$ cat config.mk
export PLATFORM = sky130hd
export DESIGN_NAME = apb_reg_arbiter
export DESIGN_NICKNAME = d
export VERILOG_FILES = /design/src/rtl/apb_reg_arbiter.sv
export SDC_FILE = /design/constraint.sdc
export NUM_CORES = 1
export LEC_CHECK = 0
export CAP_MARGIN = 20
export CORE_ASPECT_RATIO = 1.1
export CORE_MARGIN = 2
export CORE_UTILIZATION = 40
export CTS_CLUSTER_DIAMETER = 40
export DETAILED_ROUTE_END_ITERATION = 10
export GPL_TIMING_DRIVEN = 1
export PLACE_DENSITY_LB_ADDON = 0.12
export REMOVE_ABC_BUFFERS = 1
export SYNTH_ARGS = -nofsm -noshare
export SYNTH_HDL_FRONTEND = slang
export SYNTH_SLANG_ARGS = --single-unit
$ cat constraint.sdc
create_clock -name RegClk -period 1.97 [get_ports RegClk]
set_clock_uncertainty 0.15 [all_clocks]
set_input_delay 0.394 -clock RegClk [delete_from_list [all_inputs] [get_ports RegClk]]
set_output_delay 0.394 -clock RegClk [all_outputs]
set_load 0.02 [all_outputs]
$ cat src/rtl/apb_reg_arbiter.sv
// Two-requester round-robin front end for a single APB master; one transfer in flight at a time.
// Optional macro APB_ARB_TIMEOUT_EN bounds the ACCESS wait to TIMEOUT_CYCLES cycles and returns err=1.
module apb_reg_arbiter #(
  parameter int ADDR_WIDTH     = 8,
  parameter int TIMEOUT_CYCLES = 16
) (
  input  logic                  RegClk,
  input  logic                  RegResetN,
  input  logic                  req0_valid,
  output logic                  req0_ready,
  input  logic                  req0_write,
  input  logic [ADDR_WIDTH-1:0] req0_addr,
  input  logic [31:0]           req0_wdata,
  output logic                  rsp0_valid,
  output logic [31:0]           rsp0_rdata,
  output logic                  rsp0_err,
  input  logic                  req1_valid,
  output logic                  req1_ready,
  input  logic                  req1_write,
  input  logic [ADDR_WIDTH-1:0] req1_addr,
  input  logic [31:0]           req1_wdata,
  output logic                  rsp1_valid,
  output logic [31:0]           rsp1_rdata,
  output logic                  rsp1_err,
  output logic                  PSEL,
  output logic                  PENABLE,
  output logic                  PWRITE,
  output logic [ADDR_WIDTH-1:0] PADDR,
  output logic [31:0]           PWDATA,
  input  logic [31:0]           PRDATA,
  input  logic                  PREADY,
  input  logic                  PSLVERR
);

  typedef enum logic [1:0] {IDLE, SETUP, ACCESS, RESP} state_t;

  state_t      state;
  logic        gnt_id;
  logic        any_req;
  logic        pick1;
  logic        xfer_done;
  logic [31:0] done_rdata;
  logic        done_err;

  if (TIMEOUT_CYCLES < 1) begin : g_bad_timeout
    $error("TIMEOUT_CYCLES must be at least 1");
  end

`ifdef APB_ARB_TIMEOUT_EN
  localparam int TMO_W = $clog2(TIMEOUT_CYCLES + 1);
  logic [TMO_W-1:0] tmo_cnt;
  logic             tmo_hit;
  assign tmo_hit = (tmo_cnt == TMO_W'(TIMEOUT_CYCLES - 1));
`endif

  // gnt_id holds the last grant while idle, so a tie goes to the other requester
  always_comb begin
    any_req = req0_valid | req1_valid;
    pick1   = (req0_valid & req1_valid) ? ~gnt_id : req1_valid;
  end

  assign req0_ready = RegResetN & (state == IDLE) & any_req & ~pick1;
  assign req1_ready = RegResetN & (state == IDLE) & any_req &  pick1;

  always_comb begin
    xfer_done  = 1'b0;
    done_rdata = 32'd0;
    done_err   = 1'b0;
    if (state == ACCESS) begin
      if (PREADY) begin
        xfer_done  = 1'b1;
        done_rdata = PWRITE ? 32'd0 : PRDATA;
        done_err   = PSLVERR;
      end
`ifdef APB_ARB_TIMEOUT_EN
      else if (tmo_hit) begin
        xfer_done = 1'b1;
        done_err  = 1'b1;
      end
`endif
    end
  end

  always_ff @(posedge RegClk or negedge RegResetN) begin
    if (!RegResetN) begin
      state      <= IDLE;
      gnt_id     <= 1'b1;
      PSEL       <= 1'b0;
      PENABLE    <= 1'b0;
      PWRITE     <= 1'b0;
      PADDR      <= '0;
      PWDATA     <= 32'd0;
      rsp0_valid <= 1'b0;
      rsp0_rdata <= 32'd0;
      rsp0_err   <= 1'b0;
      rsp1_valid <= 1'b0;
      rsp1_rdata <= 32'd0;
      rsp1_err   <= 1'b0;
`ifdef APB_ARB_TIMEOUT_EN
      tmo_cnt    <= '0;
`endif
    end else begin
      rsp0_valid <= 1'b0;
      rsp1_valid <= 1'b0;
      unique case (state)
        IDLE: begin
          if (any_req) begin
            gnt_id <= pick1;
            PWRITE <= pick1 ? req1_write : req0_write;
            PADDR  <= pick1 ? req1_addr  : req0_addr;
            PWDATA <= pick1 ? req1_wdata : req0_wdata;
            PSEL   <= 1'b1;
            state  <= SETUP;
          end
        end
        SETUP: begin
          PENABLE <= 1'b1;
          state   <= ACCESS;
`ifdef APB_ARB_TIMEOUT_EN
          tmo_cnt <= '0;
`endif
        end
        ACCESS: begin
          if (xfer_done) begin
            PSEL    <= 1'b0;
            PENABLE <= 1'b0;
            state   <= RESP;
            if (gnt_id) begin
              rsp1_valid <= 1'b1;
              rsp1_rdata <= done_rdata;
              rsp1_err   <= done_err;
            end else begin
              rsp0_valid <= 1'b1;
              rsp0_rdata <= done_rdata;
              rsp0_err   <= done_err;
            end
          end
`ifdef APB_ARB_TIMEOUT_EN
          else begin
            tmo_cnt <= tmo_cnt + 1'b1;
          end
`endif
        end
        RESP: state <= IDLE;
        default: state <= IDLE;
      endcase
    end
  end

endmodule

* Word-level counts from Yosys, hierarchy flattened
Cells that the tools add are included.
Widths: inputs -> output; s select.
** Operators by class
- Equality and inequality tests :: 5
- Multiplexer cells :: 22
- Bitwise logic cells :: 8
- Reductions and logical operators :: 9
** Operators by type and width (count)
- $mux 32 :: 3
- $mux 1 :: 13
- $reduce_and 3->1 :: 3
- $mux 8 :: 1
- $pmux 2 s4 :: 1
- $reduce_and 2->1 :: 3
- $and 1x1->1 :: 5
- $eq 2x2->1 const B :: 2
- $mux 2 :: 2
- $ne 2x2->1 const B :: 2
- $pmux 1 s2 :: 2
- $reduce_bool 2->1 :: 2
- $eq 2x1->1 const B :: 1
- $logic_not 2->1 :: 1
- $not 1->1 :: 2
- $or 1x1->1 :: 1
** Storage, ports and cells
- Bits in registers :: 114
- Input bits :: 120
- Output and inout port bits :: 113
- Word-level logic and storage cells :: 57

* Logic depth before layout (Yosys ltp)
- Word-level depth :: 4
- Gate-level depth with buffers :: 8
- Depth with buffers taken out :: 5

* Least setup slack after synthesis
Ideal clock, no wire load.
- Path kind :: register -> output
- Start :: reg state[0]
- End :: out req0_ready
- Data arrival time :: 1292 ps
- Data required time :: 1426 ps
- Setup slack :: 134 ps
- Stages on the path, launching flop included :: 7
- Cell sequence :: dfrtp_1 -> inv_1 -> ha_1 -> clkbuf_2 -> o21a_1 -> buf_4 -> and3_1
** On the way
- Longest elaborated chain between the ends :: 4
** Ends and longest elaborated chain
- start: declaration :: RTL line 37 : state_t state;
- start signal: assignment :: RTL line 86 : state <= IDLE;
- start signal: assignment :: RTL line 113 : state <= SETUP;
- start signal: assignment :: RTL line 118 : state <= ACCESS;
- $logic_not 2->1 :: RTL line 62 : assign req0_ready = RegResetN & (state == IDLE) & any_req & ~pick1;
- $and 1x1->1 (3 in a row) :: RTL line 62
- end: declaration :: RTL line 10 : output logic req0_ready,
No other way between the ends.

* Final worst setup path
- Start :: reg state[1]
- End :: out req0_ready
Same word-level chain as after synthesis.

==> metrics.txt <==
# TYPE chip_impl_metric gauge
chip_impl_info{name="status",value="finished with violations"} 1
chip_impl_info{name="failed_checks",value="negative setup slack"} 1
chip_impl_metric{name="detail_route.wl_per_cell",unit="um"} 15.3
chip_impl_metric{name="clock_tree.buffer_depth",unit=""} 2
chip_impl_metric{name="post-route-util",unit="%"} 69.9
chip_impl_metric{name="row_count",unit=""} 41
chip_impl_metric{name="synthSimpleGateAreaFrac",unit="%"} 18.5
chip_impl_metric{name="internal_power",unit="mW"} 8.44
chip_impl_metric{name="setup_viol",unit=""} 2
chip_impl_metric{name="detailed_place.area",unit="um^2"} 7220
chip_impl_metric{name="place_congestion",unit=""} 0.790
chip_impl_metric{name="timing.reg2reg.setup_slack",unit="ns"} 0.10
chip_impl_metric{name="drt_drc_violations_left",unit=""} 0
chip_impl_metric{name="dp_cells",unit=""} 871
chip_impl_metric{name="synth_area_per_cell",unit="um^2"} 9.24
chip_impl_metric{name="clock_sinks",unit=""} 114
chip_impl_metric{name="route.antenna.remaining_nets",unit=""} 0
chip_impl_info{name="rsz0062_at_grt",value="yes"} 1
chip_impl_info{name="path_class",value="flop to output port"} 1
chip_impl_info{name="cts_tree",value="yes"} 1
chip_impl_info{name="worstReg2RegStart",value="state[1]"} 1
chip_impl_metric{name="finalWorstSetupSlack",unit="ns"} -0.0292
chip_impl_metric{name="tns",unit="ns"} -0.0421
chip_impl_metric{name="grt.total_usage",unit="%"} 22.5
chip_impl_metric{name="clkLatencyLatePin",unit="ns"} 0.40
chip_impl_metric{name="fmax",unit="MHz"} 500
chip_impl_metric{name="power-per-cell-area",unit="nW/um^2"} 1640
chip_impl_metric{name="floorplan.die_area",unit="um^2"} 12600
chip_impl_metric{name="synth_edf_count",unit=""} 0
chip_impl_metric{name="switching_share",unit="%"} 35.7
chip_impl_metric{name="synth_compound_area_share",unit="%"} 13.7
chip_impl_metric{name="nNetsFinal",unit=""} 869
chip_impl_metric{name="synthCells",unit=""} 507
chip_impl_info{name="endpoint_of_the_worst_slack_reg_to_reg_timing_path",value="PWDATA[28]"} 1
chip_impl_metric{name="cts_buffers",unit=""} 17
chip_impl_metric{name="placeableCoreArea",unit="um^2"} 11400
chip_impl_metric{name="via_count_of_the_routed_design",unit=""} 4512
chip_impl_metric{name="critical-path-max-stage-delay",unit="ns"} 0.38
chip_impl_metric{name="synth.area.mux_share",unit="%"} 1.36
chip_impl_info{name="timing.critical_path.cells",value="inv_2 > ha_4 > o21a_4 > and3_4 > buf_6"} 1
chip_impl_metric{name="synth_seq_area_share",unit="%"} 60.9
chip_impl_metric{name="post_synthesis_share_of_cell_area_spent_on_full_adders_half_adders_and_majority_gates",unit="%"} 1.07
chip_impl_metric{name="drt_iter0_markers",unit=""} 206
chip_impl_metric{name="die_height",unit="um"} 118
chip_impl_info{name="critical-path-top-delay-family",value="flip-flops"} 1
chip_impl_metric{name="diodes",unit=""} 0
chip_impl_metric{name="nFillCells",unit=""} 859
chip_impl_metric{name="vias_in_the_first_global_route",unit=""} 4543
chip_impl_metric{name="first_pass_iters",unit=""} 5
chip_impl_metric{name="yosysWarnings",unit=""} 0
chip_impl_metric{name="hold_path_depth",unit=""} 2
chip_impl_metric{name="cap_violations",unit=""} 0
chip_impl_metric{name="clk_pin_slew_worst_paths",unit="ns"} 0.05
chip_impl_metric{name="gr-total-overflow",unit=""} 0
chip_impl_info{name="cp-start-kind",value="flop"} 1
chip_impl_metric{name="slew_headroom",unit="%"} 37.2
chip_impl_info{name="critPathSlowestCell",value="sky130_fd_sc_hd__dfrtp_1"} 1
chip_impl_metric{name="grt_pass1_wl",unit="um"} 22000
chip_impl_metric{name="power.combinational.fraction",unit="%"} 44.5
chip_impl_metric{name="die_width",unit="um"} 107
chip_impl_info{name="top_flip_flop_cell_by_instance_count_after_synthesis",value="sky130_fd_sc_hd__dfrtp_1"} 1
chip_impl_metric{name="power.leakage",unit="nW"} 3.55
chip_impl_metric{name="htree_levels",unit=""} 4
chip_impl_metric{name="required",unit="ns"} 1.43
chip_impl_metric{name="worstMarginPinSlew",unit="ns"} 0.941
chip_impl_info{name="layout_commonest_cell",value="sky130_fd_sc_hd__clkdlybuf4s50_1"} 1
chip_impl_metric{name="areaGrowthSynthToFinish",unit="%"} 70.6
chip_impl_metric{name="critical_path.n_buffers_inverters",unit=""} 2
chip_impl_info{name="cts.root.buffer_cell",value="sky130_fd_sc_hd__clkbuf_16"} 1
chip_impl_metric{name="power.clock.fraction",unit="%"} 25.6
chip_impl_metric{name="multi_input_comb_area",unit="um^2"} 1670
chip_impl_metric{name="layout-drive-gt1-share",unit="%"} 8.97
chip_impl_metric{name="synth_cell_type_count",unit=""} 25
chip_impl_info{name="worst_hold_path_type",value="primary input to flop"} 1
chip_impl_metric{name="seqCellArea",unit="um^2"} 2850
chip_impl_info{name="critPathCaptureType",value="output port"} 1
chip_impl_metric{name="hpwlAfterDp",unit="um"} 9910
chip_impl_metric{name="postSynthRegisterBits",unit=""} 114
chip_impl_info{name="worstHoldStart",value="req0_valid"} 1
chip_impl_metric{name="grt_max_degree",unit=""} 83
chip_impl_metric{name="post_synth_instance_area",unit="um^2"} 4690
chip_impl_metric{name="place.port_buffers",unit=""} 232
chip_impl_metric{name="timing.final.crit_share",unit="%"} 101
chip_impl_metric{name="synthXorXnorAreaFrac",unit="%"} 0
chip_impl_metric{name="crit_fanout",unit=""} 2
chip_impl_metric{name="postSynth.asyncResetShare",unit="%"} 100
chip_impl_metric{name="critPathArrivalTime",unit="ns"} 1.46
chip_impl_metric{name="antenna_found_initial",unit=""} 0
chip_impl_info{name="synth_top_family_by_area",value="simple AND/OR/NAND/NOR gates"} 1
chip_impl_metric{name="power",unit="mW"} 13.1
chip_impl_metric{name="post-route-min-period",unit="ns"} 2.00
chip_impl_metric{name="num_io_pins",unit=""} 233
chip_impl_metric{name="power_switching",unit="mW"} 4.68
chip_impl_metric{name="vias_per_cell",unit=""} 4.97
chip_impl_metric{name="worst-r2r-cell-count",unit=""} 5
chip_impl_metric{name="power.share.sequential",unit="%"} 29.8
chip_impl_metric{name="final_design_area_no_fill",unit="um^2"} 8000
chip_impl_metric{name="initial_core_util",unit="%"} 41.0
chip_impl_metric{name="wl",unit="um"} 13900
chip_impl_info{name="hold_path_sink",value="gnt_id"} 1
chip_impl_metric{name="report.final.slew_viol_count",unit=""} 0
chip_impl_info{name="final_cell_mix",value="sky130_fd_sc_hd__clkdlybuf4s50_1 (206), sky130_fd_sc_hd__nand2_1 (179), sky130_fd_sc_hd__dfrtp_1 (113)"} 1
chip_impl_metric{name="instances_no_fill",unit=""} 908
chip_impl_metric{name="final-hold-violation-count",unit=""} 0
chip_impl_metric{name="power.ir.vdd_worst",unit="V"} 0.000708
-- per-layer routing --
layer  share of wire (%)  up-vias  global-route usage [%]
li1                    -     2157                       -
met1                  39     2114                    25.3
met2                  48      207                    37.1
met3                 9.9       34                    9.52
met4                 2.9        0                    9.98
met5                   0        -                       0
-- stage by stage --
stage	hold slack, ns	setup slack (ns)
floorplan	-0.0516	-1.17
global placement	0.251	-0.516
detailed placement	0.258	-0.546
CTS	0.253	-0.0433
global route	0.342	-0.0787
finish	0.288	-0.0292
-- layout make-up --
cell class / count / area share, %
well taps: 150 / 2.35
clock inverters: 10 / 2.24
repair buffers: 256 / 32.7
clock buffers: 22 / 5.93
inverters: 5 / 0.235
multi-input cells: 351 / 20.8
flip-flops and latches: 114 / 35.7
-- synth_stat cells, types with 2 or more instances --
| cell type | number | area [um^2] |
|---|---|---|
| sky130_fd_sc_hd__a31oi_1 | 42 | 263 |
| sky130_fd_sc_hd__and3_1 | 2 | 12.5 |
| sky130_fd_sc_hd__nor2_1 | 42 | 158 |
| sky130_fd_sc_hd__o21ai_0 | 4 | 20.0 |
| sky130_fd_sc_hd__inv_1 | 5 | 18.8 |
| sky130_fd_sc_hd__nor2b_1 | 2 | 12.5 |
| sky130_fd_sc_hd__clkbuf_1 | 5 | 18.8 |
| sky130_fd_sc_hd__buf_2 | 26 | 130 |
| sky130_fd_sc_hd__dfrtp_1 | 113 | 2830 |
| sky130_fd_sc_hd__ha_1 | 4 | 50.1 |
| sky130_fd_sc_hd__buf_4 | 5 | 37.5 |
| sky130_fd_sc_hd__nand2_1 | 179 | 672 |
| sky130_fd_sc_hd__o21ai_1 | 61 | 305 |
| sky130_fd_sc_hd__mux2i_1 | 3 | 30.0 |
| sky130_fd_sc_hd__a21oi_1 | 3 | 15.0 |
| sky130_fd_sc_hd__mux2_2 | 2 | 22.5 |
-- repair_timing --
action	in CTS	in global routing
resized for setup	22	22
hold endpoints to repair	38	0
pin swaps	1	0
endpoints found under the setup margin	5	30
setup buffers	2	2
hold buffers	1	0
cloned	0	0
-- flip-flops by register name, summed over array words and instances, names as in the netlist, 2 cells and up --
name and flops:
rsp1_rdata 32, PWDATA 32, PADDR 8, rsp0_rdata 32, state 2
-- worst register-to-register path, stage by stage, from the launching register on --
cell and delay, ns:
sky130_fd_sc_hd__dfrtp_1 0.38, sky130_fd_sc_hd__inv_2 0.08, sky130_fd_sc_hd__ha_4 0.15, sky130_fd_sc_hd__o21a_4 0.12, sky130_fd_sc_hd__buf_4 0.56, sky130_fd_sc_hd__a31oi_1 0.25
-- power groups by stage --
stage | clock (mW) | combinational [mW] | sequential [mW]
2_1_floorplan | 0 | 1.57 | 5.12
3_3_place_gp | 0 | 5.69 | 3.89
3_5_place_dp | 0 | 5.80 | 3.96
4_1_cts | 3.42 | 5.89 | 3.94
5_1_grt | 3.53 | 6.31 | 4.04
6_report | 3.36 | 5.85 | 3.92
-- logic make-up (layout without fill, tap and decap cells) --
family / Yosys count / count (layout)
AOI/OAI and AO/OA: 114 / 114
buffers and inverters: 42 / 293
DFF: 114 / 114
adders and majority gates: 4 / 4
muxes: 6 / 6
and+or+nand+nor: 227 / 227
-- worst max-delay path by stage --
stage                     from    endpoint  slack [ns]  cells after the start
floorplan             state[0]  req0_ready       -1.17                      4
global placement    req1_valid  req0_ready       -0.52                      4
detailed placement  req1_valid  req0_ready       -0.55                      4
global route          state[0]  req0_ready       -0.08                      5
finish                state[1]  req0_ready       -0.03                      5
CTS                   state[1]  req1_ready       -0.04                      5
Note: power is estimated with default switching activity, not from simulation.
==> patch 1: new RTL, config.mk and constraints unchanged <==
The 4 states of `state_t` get a one-hot encoding in 4 bits.
--- a/src/rtl/apb_reg_arbiter.sv
+++ b/src/rtl/apb_reg_arbiter.sv
@@ -32,7 +32,7 @@
   input  logic                  PSLVERR
 );
 
-  typedef enum logic [1:0] {IDLE, SETUP, ACCESS, RESP} state_t;
+  typedef enum logic [3:0] {IDLE = 4'b0001, SETUP = 4'b0010, ACCESS = 4'b0100, RESP = 4'b1000} state_t;
 
   state_t      state;
   logic        gnt_id;
Behaviour: same outputs for any inputs over 10 cycles, from zero or initial values and one cycle with RegResetN low; not proved beyond that.
==> patch 1 against the original RTL <==
- area after synthesis is 12% higher
- worst setup slack worse by 0.16 ns
- total power is 4.6% lower
- clock power decreased by 8.9%
- sequential cell count rose by 2
- design area up 7.0%
- wire length decreased by 0.22%
- critical path type unchanged
- highest routed layer unchanged
- the flow finishes with violations (design-rule violations, negative setup slack)
- global-route usage shrank 2.5 points
==> patch 1: results (changes against the original RTL) <==
power_and_ir_drop:
  p_comb_frac: 0.455  # was 0.445
  p_sw_frac: 0.343  # was 0.357
  p_int_mw: 8.23  # was 8.44 mW
  clockPowerShare: 0.244  # was 0.256
  leakage_nw: 3.86  # was 3.55 nW
  ir_worst_vdd_uv: 830  # was 708 uV
clock_tree:
  path_clk_slew_ns: 0.05  # about the same
  cts_setup_buffers: 0  # was 2
placement:
  hpwl_mm: 9.90  # was 9.91 mm
  dp.cells: 746  # was 871
  gp_congestion: 0.725  # was 0.790
  dpl_cell_area_sq_um: 7880  # was 7220 sq um
  pre_cts_ws_ns: -0.538  # was -0.546 ns
worst_hold_path:
  min_path_cells: 1  # was 2
  hold_class: "reg -> reg"  # was in -> reg
logic_synthesis:
  yosys.cell_types.count: 34  # was 25
  ys_seq_area_frac: 0.555  # was 0.609
  syn_inst: 362  # was 507
  synth_top_cells_by_area: "dfrtp_1, mux2_1, a2bb2oi_2"  # was dfrtp_1, nand2_1, o21ai_1
  synth_warnings: 0  # unchanged
  synth_common_cells: "dfrtp_1, mux2_1, o32ai_1, a2bb2oi_2, and2_1"  # was nand2_1, dfrtp_1, o21ai_1, a31oi_1, nor2_1
  synth_compound_gate_area_share: 0.196  # was 0.137
  synthAdderAreaFrac: 0  # was 0.0107
  muxShareOfSynthArea: 0.144  # was 0.0136
global_route:
  grt_pass1_vias: 4331  # was 4543
  grt_max_degree: 104  # was 83
  grt_first_pass_wirelength_mm: 21.6  # was 22.0 mm
timing:
  setup_ws_ns: -0.190  # was -0.0292 ns
  setup_viol: 3  # was 2
  timing.slew.headroom: 0.546  # was 0.372
  fin_tns_setup_ns: -0.419  # was -0.0421 ns
  whs_ns: 0.336  # was 0.288 ns
route:
  vias: 4011  # was 4512
  drtIter0Drc: 182  # was 206
  drcViolationCount: 15  # was 0
  first_pass_iters: 7  # was 5
  wl_mm: 13.9  # about the same
final_layout:
  nets: 730  # was 869
  drive_above_1_share: 0.190  # was 0.0897
setup_path:
  worstPathArrival_ns: 1.62  # was 1.46 ns
  crit_slowest_cell: "dfstp_2"  # was dfrtp_1
  r2r_end: "gnt_id$_DFFE_PN1P_"  # was PWDATA[28]$_DFFE_PN0P_
  crit_family: "simple AND/OR/NAND/NOR gates"  # was flip-flops
  regToRegStartpoint: "state[0]$_DFFE_PN1P_"  # was state[1]$_DFFE_PN0P_
  rrSetupSlack_ns: -0.04  # was 0.10 ns
run_status:
  violations: "design-rule violations, negative setup slack"  # was negative setup slack
  status: "finished with violations"  # unchanged
## patch 1: cell count changes in the layout (fill, tap and decap cells not counted), sizes merged, moves of 6 or more
cell,delta
a31oi,-41
nor2,-38
mux2,+63
o32ai,+41
dlymetal6s2s,+6
and2,+32
nand2,-178
o21ai,-64
a2bb2oi,+41
clkdlybuf4s50,-11
## patch 1: per-layer routing
layer / vias up / share of wire / track usage / wire length (um)
li1: 1863 / - / - / -
met1: 1946 / 0.39 / 0.227 / 5400
met2: 179 / 0.49 / 0.341 / 6770
met3: 23 / 0.10 / 0.0818 / 1440
met4: 0 / 0.020 / 0.0800 / 271
met5: - / 0 / 0 / 0
## patch 1: area by class of cell
type,instances,area [sq um]
inverter,5,18.8
sequential,116,2910
tap,157,196
clock inverter,9,129
fill,963,4140
timing repair buffer,262,2690
multi-input combinational,208,2150
clock buffer,22,464
==> patch 2: new RTL, same flow settings <==
Without the edit above. `ADDR_WIDTH`: 8 -> 10.
--- a/src/rtl/apb_reg_arbiter.sv
+++ b/src/rtl/apb_reg_arbiter.sv
@@ -1,7 +1,7 @@
 // Two-requester round-robin front end for a single APB master; one transfer in flight at a time.
 // Optional macro APB_ARB_TIMEOUT_EN bounds the ACCESS wait to TIMEOUT_CYCLES cycles and returns err=1.
 module apb_reg_arbiter #(
-  parameter int ADDR_WIDTH     = 8,
+  parameter int ADDR_WIDTH     = 10,
   parameter int TIMEOUT_CYCLES = 16
 ) (
   input  logic                  RegClk,
Interface: changed (resized PADDR, req0_addr and req1_addr); port bits go from 233 to 239. The function was not compared with the original's and may differ.
==> patch 2 against the original RTL <==
- the run still ends with negative setup slack left
- worst setup slack improved by 0.014 ns
- design area increased by 5.3%
- area after synthesis increased by 9.0%
- sequential cell count increased by 2
- non-clock buffer count increased by 16
- wire length increased by 1.6%
- sequential share of layout area decreased by 1.2 points
- critical endpoint unchanged
- total power increased by 1.3%
- critical path type unchanged
==> patch 2: results (changes against the original RTL) <==
run_status:
  violations: "negative setup slack"  # unchanged
  status: "finished with violations"  # unchanged
route:
  first_pass_iters: 4  # was 5
  drtIter0Drc: 238  # was 206
  via_per_inst: 4.84  # was 4.97
  wl_per_cell_um: 15.0  # was 15.3 um
power_and_ir_drop:
  ir_worst_vdd_uv: 756  # was 708 uV
  leakage_nw: 3.77  # was 3.55 nW
logic_synthesis:
  syn_area_sq_um: 5110  # was 4690 sq um
  yosys.cell_types.count: 28  # was 25
  ys_seq_area_frac: 0.569  # was 0.609
  synth_top_cells_by_area: "dfrtp_1, nand2_1, a31oi_2"  # was dfrtp_1, nand2_1, o21ai_1
global_route:
  grt_pass1_vias: 4647  # was 4543
  met2_usage: 0.360  # was 0.371
  grt_usage: 0.211  # was 0.225
  grt_first_pass_wirelength_mm: 22.7  # was 22.0 mm
  use_met1: 0.242  # was 0.253
timing:
  setup_viol: 1  # was 2
  setup_ws_ns: -0.0156  # was -0.0292 ns
  timing.slew.headroom: 0.533  # was 0.372
placement:
  dpl_cell_area_sq_um: 7660  # was 7220 sq um
  hpwl_mm: 10.1  # was 9.91 mm
  gp_congestion: 0.762  # was 0.790
  port-buffer-count: 238  # was 232
setup_path:
  worstPathArrival_ns: 1.44  # was 1.46 ns
final_layout:
  nets: 899  # was 869
  drive_above_1_share: 0.140  # was 0.0897
patch 2: cell count changes in the layout (fill, tap and decap cells not counted), moves of 3 or more:
cell            unedited run  this run
o21ai_0                    4        56
o21ai_1                   61         9
a31oi_2                    0        30
a31oi_1                   42        14
dlymetal6s2s_1            19        24
buf_4                     17        21
nand2_1                  179       183
buf_12                     5         8
bufinv_16                  5         2
clkinvlp_4                 0         3
patch 2: cells by family (layout without fill, tap and decap cells):
kind of cell | Yosys count | after routing | synth area share
buffers and inverters | 43 | 309 | 0.0679
adders and majority gates | 4 | 4 | 0.00980
AOI/OAI and AO/OA | 116 | 116 | 0.166
and+or+nand+nor | 233 | 233 | 0.174
DFF | 116 | 116 | 0.569
muxes | 6 | 6 | 0.0132
patch 2: layout make-up:
| type | instances | area [sq um] |
|---|---|---|
| multi-input combinational | 359 | 1890 |
| clock inverter | 12 | 129 |
| timing repair buffer | 272 | 2810 |
| clock buffer | 20 | 467 |
| sequential | 116 | 2900 |
| fill | 1029 | 4110 |
| inverter | 5 | 18.8 |
| tap | 157 | 196 |
patch 2: worst paths after layout:
kind	start	endpoint	slack (ns)	cells past startpoint
worst max-delay path	state[1]$_DFFE_PN0P_	req0_ready	-0.02	5
worst min-delay path	rsp0_rdata[3]$_DFFE_PN0P_	rsp0_rdata[3]$_DFFE_PN0P_	0.33	2
worst max register to register	state[1]$_DFFE_PN0P_	rsp0_err$_DFFE_PN0P_	0.09	6
worst min register to register	rsp0_rdata[3]$_DFFE_PN0P_	rsp0_rdata[3]$_DFFE_PN0P_	0.33	2
max in group asynchronous	RegResetN	PWDATA[2]$_DFFE_PN0P_	0.32	4
min in group asynchronous	RegResetN	state[1]$_DFFE_PN0P_	0.44	3
patch 2: metal layers:
metal	part of all wire	wire length (um)
met2	0.49	6930
met1	0.40	5680
met5	0	0
met3	0.093	1320
met4	0.015	214
patch 2: repair_timing:
action                     CTS  global route
buffers inserted             3             4
hold endpoints to repair    48             0
setup endpoints to repair   47           103
gates resized for setup     23            27
pin swaps                    1             1
hold buffers                 2             0
patch 2: stage by stage:
stage	cells	setup TNS, ns	worst slack (ns)	util
floorplan	480	-85.83	-1.71	-
global placement	900	-15.83	-0.543	0.611
detailed placement	900	-17.47	-0.555	0.611
CTS	937	-0.806	-0.0443	0.664
global route	941	-0.144	-0.100	0.672
finish	941	-0.0156	-0.0156	0.672
patch 2: power by group through the flow:
stage	Sequential (mW)	Clock, mW	Combinational (mW)
after floorplan	5.22	0	1.83
after global placement	3.96	0	6.11
after detailed placement	4.02	0	6.21
after CTS	4.00	3.11	6.32
after global routing	4.12	3.20	6.77
final	3.99	3.04	6.27
